## config.mk

```make
export PLATFORM = sky130hd
export DESIGN_NAME = control_sequencer
export DESIGN_NICKNAME = d
export VERILOG_FILES = /design/src/rtl/control_sequencer.sv
export SDC_FILE = /design/constraint.sdc
export NUM_CORES = 1
export LEC_CHECK = 0
export CORE_UTILIZATION = 50
export CTS_BUF_LIST = sky130_fd_sc_hd__clkbuf_4
export CTS_CLUSTER_DIAMETER = 120
export DETAILED_ROUTE_END_ITERATION = 16
export PLACE_DENSITY = 0.78
export SETUP_SLACK_MARGIN = 0.15
export SYNTH_ARGS = -nofsm -noshare
export SYNTH_HDL_FRONTEND = slang
export SYNTH_SLANG_ARGS = --single-unit
```

## constraint.sdc

```tcl
create_clock -name clk -period 1.6 [get_ports clk]
set_input_delay 0.16 -clock clk [delete_from_list [all_inputs] [get_ports clk]]
set_output_delay 0.16 -clock clk [all_outputs]
set_load 0.02 [all_outputs]
```

## src/rtl/control_sequencer.sv

```systemverilog
// Multi-cycle control sequencer for the 16-bit processor datapath.
// Walks FETCH/DECODE/EXEC/MEM/WB/PC_UPD per instruction and drives every
// datapath strobe from registers. Supports free-run, single-step and a sticky HALT.
// The instruction class input is named instr_type because "type" is a
// reserved word in SystemVerilog.
// Optional build macro CTRL_RETIRE_CNT_EN adds the retired_count[15:0] output,
// a wrapping count of completed PC_UPD cycles (cleared by reset, frozen in HALT).
module control_sequencer #(
  parameter int EXEC_CYCLES = 1,
  parameter int MEM_WAIT    = 1
) (
  input  logic        clk,
  input  logic        reset,
  input  logic        run,
  input  logic        step,
  input  logic [1:0]  instr_type,
  input  logic [4:0]  opcode,
  output logic        clk_enable,
  output logic        dm_read_enable,
  output logic        dm_write_enable,
  output logic        reg_write_en,
  output logic        alu_imm,
  output logic        display,
  output logic [1:0]  data_to_reg,
  output logic        pc_butt,
  output logic        halted,
  output logic [2:0]  state
`ifdef CTRL_RETIRE_CNT_EN
  ,
  output logic [15:0] retired_count
`endif
);

  typedef enum logic [2:0] {
    S_IDLE   = 3'd0,
    S_FETCH  = 3'd1,
    S_DECODE = 3'd2,
    S_EXEC   = 3'd3,
    S_MEM    = 3'd4,
    S_WB     = 3'd5,
    S_PC_UPD = 3'd6,
    S_HALT   = 3'd7
  } state_t;

  typedef enum logic [3:0] {
    CLS_ALU_REG,
    CLS_ALU_IMM,
    CLS_DISP,
    CLS_LOAD,
    CLS_STORE,
    CLS_LOADI,
    CLS_MOVACC,
    CLS_JUMP,
    CLS_HALT,
    CLS_NOP
  } cls_t;

  // Counters run down to zero, so they are preloaded with (cycles - 1).
  localparam logic [3:0] EXEC_LOAD = 4'(EXEC_CYCLES - 1);
  localparam logic [3:0] MEM_LOAD  = 4'(MEM_WAIT - 1);

  state_t     cur_state;
  cls_t       cls;
  cls_t       dec_cls;
  logic [3:0] exec_cnt;
  logic [3:0] mem_cnt;

  function automatic cls_t decode_class(input logic [1:0] t, input logic [4:0] op);
    cls_t c;
    c = CLS_NOP;
    case (t)
      2'b00: c = CLS_ALU_REG;
      2'b01: c = CLS_ALU_IMM;
      2'b11: c = CLS_DISP;
      default: begin
        case (op)
          5'b00001: c = CLS_LOAD;
          5'b00010: c = CLS_STORE;
          5'b00011: c = CLS_LOADI;
          5'b00100: c = CLS_MOVACC;
          5'b10100: c = CLS_JUMP;
          5'b11111: c = CLS_HALT;
          default:  c = CLS_NOP;
        endcase
      end
    endcase
    return c;
  endfunction

  assign dec_cls = decode_class(instr_type, opcode);
  assign state   = cur_state;

  // Sequencer: next state and the registered strobes for that next state.
  always_ff @(posedge clk or posedge reset) begin
    if (reset) begin
      cur_state       <= S_IDLE;
      cls             <= CLS_NOP;
      exec_cnt        <= 4'd0;
      mem_cnt         <= 4'd0;
      clk_enable      <= 1'b0;
      dm_read_enable  <= 1'b0;
      dm_write_enable <= 1'b0;
      reg_write_en    <= 1'b0;
      alu_imm         <= 1'b0;
      display         <= 1'b0;
      data_to_reg     <= 2'b00;
      pc_butt         <= 1'b0;
      halted          <= 1'b0;
    end else begin
      // Single-cycle strobes drop unless the next state re-asserts them.
      clk_enable      <= 1'b0;
      dm_read_enable  <= 1'b0;
      dm_write_enable <= 1'b0;
      reg_write_en    <= 1'b0;
      pc_butt         <= 1'b0;
      unique case (cur_state)
        S_IDLE: begin
          if (run || step) cur_state <= S_FETCH;
        end
        S_FETCH: begin
          // Instruction memory has settled: classify and set decode strobes.
          cls         <= dec_cls;
          cur_state   <= S_DECODE;
          alu_imm     <= (dec_cls == CLS_ALU_IMM);
          display     <= (dec_cls == CLS_DISP) && (opcode == 5'b10111);
          data_to_reg <= (dec_cls == CLS_LOAD)   ? 2'b01 :
                         (dec_cls == CLS_MOVACC) ? 2'b10 :
                         (dec_cls == CLS_LOADI)  ? 2'b11 : 2'b00;
        end
        S_DECODE: begin
          case (cls)
            CLS_ALU_REG, CLS_ALU_IMM, CLS_DISP: begin
              cur_state  <= S_EXEC;
              exec_cnt   <= EXEC_LOAD;
              clk_enable <= 1'b1;
            end
            CLS_LOAD: begin
              cur_state      <= S_MEM;
              mem_cnt        <= MEM_LOAD;
              dm_read_enable <= 1'b1;
            end
            CLS_STORE: begin
              cur_state       <= S_MEM;
              dm_write_enable <= 1'b1;
              clk_enable      <= 1'b1;
            end
            CLS_LOADI, CLS_MOVACC: begin
              cur_state    <= S_WB;
              reg_write_en <= 1'b1;
              clk_enable   <= 1'b1;
            end
            CLS_HALT: begin
              cur_state <= S_HALT;
              halted    <= 1'b1;
            end
            default: begin
              cur_state <= S_PC_UPD;
              pc_butt   <= 1'b1;
            end
          endcase
        end
        S_EXEC: begin
          if (exec_cnt == 4'd0) begin
            cur_state <= S_PC_UPD;
            pc_butt   <= 1'b1;
          end else begin
            exec_cnt   <= exec_cnt - 4'd1;
            clk_enable <= 1'b1;
          end
        end
        S_MEM: begin
          if (cls == CLS_LOAD) begin
            dm_read_enable <= 1'b1;
            if (mem_cnt == 4'd0) begin
              cur_state    <= S_WB;
              reg_write_en <= 1'b1;
              clk_enable   <= 1'b1;
            end else begin
              mem_cnt <= mem_cnt - 4'd1;
            end
          end else begin
            cur_state <= S_PC_UPD;
            pc_butt   <= 1'b1;
          end
        end
        S_WB: begin
          cur_state <= S_PC_UPD;
          pc_butt   <= 1'b1;
        end
        S_PC_UPD: begin
          cur_state   <= run ? S_FETCH : S_IDLE;
          alu_imm     <= 1'b0;
          display     <= 1'b0;
          data_to_reg <= 2'b00;
        end
        S_HALT: begin
          halted <= 1'b1;
        end
        default: cur_state <= S_IDLE;
      endcase
    end
  end

`ifdef CTRL_RETIRE_CNT_EN
  // Retired-instruction counter: one count per PC_UPD cycle, wraps naturally.
  always_ff @(posedge clk or posedge reset) begin
    if (reset) begin
      retired_count <= 16'd0;
    end else if (cur_state == S_PC_UPD) begin
      retired_count <= retired_count + 16'd1;
    end
  end
`endif

endmodule

```

### Word-level counts from Yosys, hierarchy flattened

Cells that the tools add are included.

* register bits: 25
* logic and storage cells: 113

* add/subtract/negate cells: 2
* equal/unequal tests: 37
* multiplexer cells: 39
* reductions and logical operators: 22

Operators by type and width (number)
* $pmux 4 s6: 1
* $pmux 3 s7: 1
* $eq 4x3->1 const B: 5
* $mux 4: 5
* $eq 4x2->1 const B: 4
* $ne 2x2->1 const B: 8
* $pmux 4 s2: 2
* $eq 5x5->1 const B: 3
* $mux 1: 14
* $eq 3x3->1 const B: 4
* $logic_not 4->1: 3
* $mux 3: 4
* $pmux 3 s4: 1
* $pmux 4 s3: 1
* $eq 5x2->1 const B: 2
* $eq 4x1->1 const B: 2
* $pmux 1 s2: 4
* $reduce_and 4->1: 2
* $reduce_bool 2->1: 4
* $reduce_or 8->1: 1
* $sub 4x1->4 const B: 2
* $reduce_bool 7->1: 1
* $eq 3x2->1 const B: 2
* $mux 2: 3
* 19 further kinds: 21

### Longest topological paths before layout

* depth after elaboration: 8
* depth in mapped cells: 6
* gate-level depth less buffers: 6

### Worst setup path before layout

OpenSTA, ideal clock, no wires.

* path kind: register to register
* start point: register cls[0]
* end point: register mem_cnt[2]
* arrival: 1.515 ns
* path slack: -0.052 ns
* cell stages (with the launch flop): 6
* path buffers: 1
* period minus slack after synthesis: 1.652 ns
* path through: dfstp_2 -> buf_4 -> nand2_1 -> or4_4 -> o31ai_1 -> a21oi_1

* cells in the longest elaborated chain, start to end: 3
* elaborated cells on any way between the ends: 4

Ends and longest elaborated chain
* start: declaration: RTL line 63 `cls_t cls;`
* start signal: assignment: RTL line 122 `cls <= dec_cls;`
* $eq 4x2->1 *: RTL line 131, 172
* $ne 2x2->1 (no source line)
* $reduce_and 4->1 (no source line) *
* end signal: assignment: RTL line 179 `mem_cnt <= mem_cnt - 4'd1;`
* end: declaration: RTL line 66 `logic [3:0] mem_cnt;`

Every way passes the cells marked *; elsewhere a longest branch is shown, timed or not.
A chain may end at the register's enable or synchronous reset.

### Worst setup path after layout

* start point: register exec_cnt[0]
* end point: register cur_state[2], in the netlist state[2]

* cells in the longest elaborated chain, start to end: 3

Ends and longest elaborated chain
* start: declaration: RTL line 65 `logic [3:0] exec_cnt;`
* start signal: assignment: RTL line 167 `exec_cnt <= exec_cnt - 4'd1;`
* $logic_not 4->1: RTL line 163 `if (exec_cnt == 4'd0) begin`
* $ne 2x2->1 (no source line)
* $reduce_and 4->1 (no source line)
* end signal: assignment: RTL line 191 `cur_state <= run ? S_FETCH : S_IDLE;`
* end: declaration: RTL line 62 `state_t cur_state;`

No other way between the ends.

==> flow_metrics.tcl <==
set metrics [dict create \
    synth_mux_area_frac 0.0219 \
    synthArstFlopShare 1.00 \
    place.port_buffers 23 \
    startpoint_type "flip-flop" \
    irDropWorstVdd_uv 1260 \
    drt_pass1_iterations 11 \
    synth_edf_count 0 \
    cp-end-kind "flip-flop" \
    synthSimpleGateAreaFrac 0.250 \
    antenna_found_initial 0 \
    avgRoutedWirePerCell_um 18.2 \
    fin_util 0.837 \
    nets 247 \
    holdBufCountCts 0 \
    r2r_cells 6 \
    cts.path.max_buffers 2 \
    ys_seq_elements 25 \
    finalHoldViolCount 0 \
    die-area_um2 3310 \
    p_sw_mw 1.60 \
    drive_above_1_share 0.427 \
    start_util 0.546 \
    fin_ws_ps -9.19 \
    synth_top_family_by_area "simple AND/OR/NAND/NOR gates" \
    clkTransAtPathRegs_ps 140 \
    slew_violations 0 \
    synth_nets 181 \
    path_max_fanout 4 \
    ys_seq_area_frac 0.407 \
    swShare 0.445 \
    synth-warning-count 0 \
    cp.arrival_ps 1870 \
    worst-setup-path-type "reg2reg" \
    period_needed_ps 1610 \
    clock.fmax_ghz 0.621 \
    routabilityCongestion 0.940 \
    synth_compound_area_frac 0.211 \
    clock-sinks 25 \
    power_leakage_nw 1.12 \
    comb_power_share 0.648 \
    hold_slack_ps 163 \
    slew_headroom 0.663 \
    hp-class "in2async" \
    synthToLayoutAreaGrowth_pct 53.4 \
    syn_area_um2 1540 \
    max_cap_violations 0 \
    timing.final.setup_violations 1 \
    syn_avg_cell_area_um2 9.25 \
    largestRegisters "cls x4, exec_cnt x4, mem_cnt x4" \
    power.density_nw_per_um2 1520 \
    ios 24 \
    die_h_um 57.6 \
    grt_max_degree 26 \
    power_frac_seq 0.270 \
    finalCritPeriodShare 1.01 \
    clockRootBuffer "clkbuf_4" \
    via_count 1616 \
    grt_pass1_wl_um 7410 \
    grtUsageMet1 0.370 \
    coreArea_um2 2830 \
    grtUsageTotal 0.294 \
    grt_pass1_vias 1600 \
    post-route-drc-count 1 \
    drt_iter0_markers 145 \
    power.share.clock 0.082 \
    grt_util_met3 0.0612 \
    yosysUniqueCellTypes 50 \
    top_usage_layer "met2" \
    synthAdderAreaFrac 0.0243 \
    syn_inst 167 \
    diodes 0 \
    status "complete, but fails checks" \
    h-tree-depth 1 \
    rsz0062_at_grt "true" \
    internal-power_mw 2.00 \
    die_w_um 57.6 \
    dp_hpwl_um 2840 \
    cts_buffers 3 \
    grt_overflow 0 \
    totalWireLength_um 4780 \
    vias_per_cell 6.14 \
    violations "DRC, setup timing" \
    worst_pin_slew_ps 502 \
    insertion_delay_ps 340 \
    synthXorXnorAreaFrac 0.0227 \
    cts_tree "done" \
    antenna_left 0 \
    fin_skew_ps 16.1 \
    critical_path_required_ps 1860 \
    yosys_most_used_dff "dfrtp_1" \
    met2_usage 0.510 \
    rows 19 \
]
==> synth_stat cells (2+ instances only) <==
library cell,number,area [µm²]
buf_6,2,22.5
nor2b_1,5,31.3
dfrtp_1,23,576
o21a_1,2,15.0
o31ai_1,4,30.0
mux2_2,3,33.8
nand2_1,11,41.3
nor4b_1,2,17.5
dfstp_2,2,52.6
or2_2,2,12.5
ha_1,3,37.5
o21ai_1,2,10.0
a21o_1,3,22.5
clkbuf_1,2,7.51
nor2_1,19,71.3
a211oi_1,2,15.0
nand4_1,4,25.0
nand3_1,5,25.0
nor3_1,5,25.0
nand2b_1,3,18.8
xor2_1,3,26.3
o21ai_0,8,40.0
nand4b_1,2,17.5
a22o_1,3,26.3
buf_4,2,15.0
buf_2,3,15.0
o22ai_1,2,12.5
a21oi_1,9,45.0
inv_1,10,37.5
==> critical path, stage by stage (launching register included) <==
cell	delay [ps]
dfrtp_1	410
inv_1	60
ha_2	180
or3b_4	410
or2_4	290
o31ai_4	70
o2bb2ai_2	130
==> power groups by stage <==
stage / Clock [mW] / Sequential (mW) / Combinational, mW
global route: 0.329 / 0.984 / 2.47
finish: 0.295 / 0.974 / 2.33
CTS: 0.300 / 0.959 / 1.93
detailed placement: 0 / 1.07 / 1.40
global placement: 0 / 1.06 / 1.34
floorplan: 0 / 1.03 / 0.971
==> stage by stage <==
step                cells  power, mW  cell area, µm²  TNS [ps]  setup WS, ps
floorplan             167       2.00            1590         0          20.0
global route          263       3.78            2370      -207         -69.7
finish                263       3.60            2370     -9.19         -9.19
CTS                   255       3.19            2210     -9.47         -9.47
global placement      232       2.41            1940      -392          -185
detailed placement    232       2.47            1940      -624          -286
==> logic make-up after synthesis <==
kind of cell / after synthesis
compound gates: 45
fa+ha+maj: 3
mux: 3
flops: 25
simple gates: 68
buf+inv: 19
xor+xnor: 4
==> final timing paths <==
| path | endpoint | slack [ps] | from |
|---|---|---|---|
| worst max register to register | state[2]$_DFFE_PP0P_ | -9 | exec_cnt[0]$_DFFE_PP0P_ |
| worst min-delay path | data_to_reg[1]$_DFFE_PP0P_ | 160 | reset |
| worst min register to register | halted$_DFFE_PP0P_ | 490 | halted$_DFFE_PP0P_ |
| worst max-delay path | state[2]$_DFFE_PP0P_ | -9 | exec_cnt[0]$_DFFE_PP0P_ |
| min in group clk | halted$_DFFE_PP0P_ | 490 | halted$_DFFE_PP0P_ |
| max in group asynchronous | cls[0]$_DFFE_PP1P_ | 1130 | reset |
==> routing by layer <==
layer / routed length (µm) / vias up
li1: - / 733
met1: 1850 / 805
met2: 2550 / 65
met3: 283 / 13
met4: 93 / 0
met5: 0 / -
==> placed cells by master (no fill, tap or decap), types with 3 or more instances in the layout <==
cell type / netlist / final
clkbuf_4: 0 / 3
o21ai_0: 8 / 3
a21o_1: 3 / 3
nand4_1: 4 / 4
nor3_1: 5 / 5
nand2_1: 11 / 9
dfrtp_2: 0 / 3
a21oi_1: 9 / 7
buf_4: 2 / 41
nor2_1: 19 / 17
nor2b_1: 5 / 4
o21ai_1: 2 / 5
buf_6: 2 / 6
xor2_1: 3 / 3
dlygate4sd2_1: 0 / 8
dfrtp_1: 23 / 20
a21oi_2: 1 / 3
inv_1: 10 / 8
a22o_1: 3 / 3
clkdlybuf4s50_1: 0 / 10
o31ai_4: 0 / 3
dlymetal6s2s_1: 0 / 4
==> final cells by class <==
class,instances,area [µm²]
fillers,160,460
well taps,31,38.8
repair buffers,70,601
multi-input cells,123,1030
inverters,10,37.5
clock inverters,1,5.00
flip-flops and latches,25,632
clock buffers,3,22.5
==> timing repair <==
action	in CTS	in global routing
setup endpoints to repair	21	23
buffers inserted	19	8
pin swaps	14	12
gates resized for setup	40	24
(Power assumes the default switching activity.)
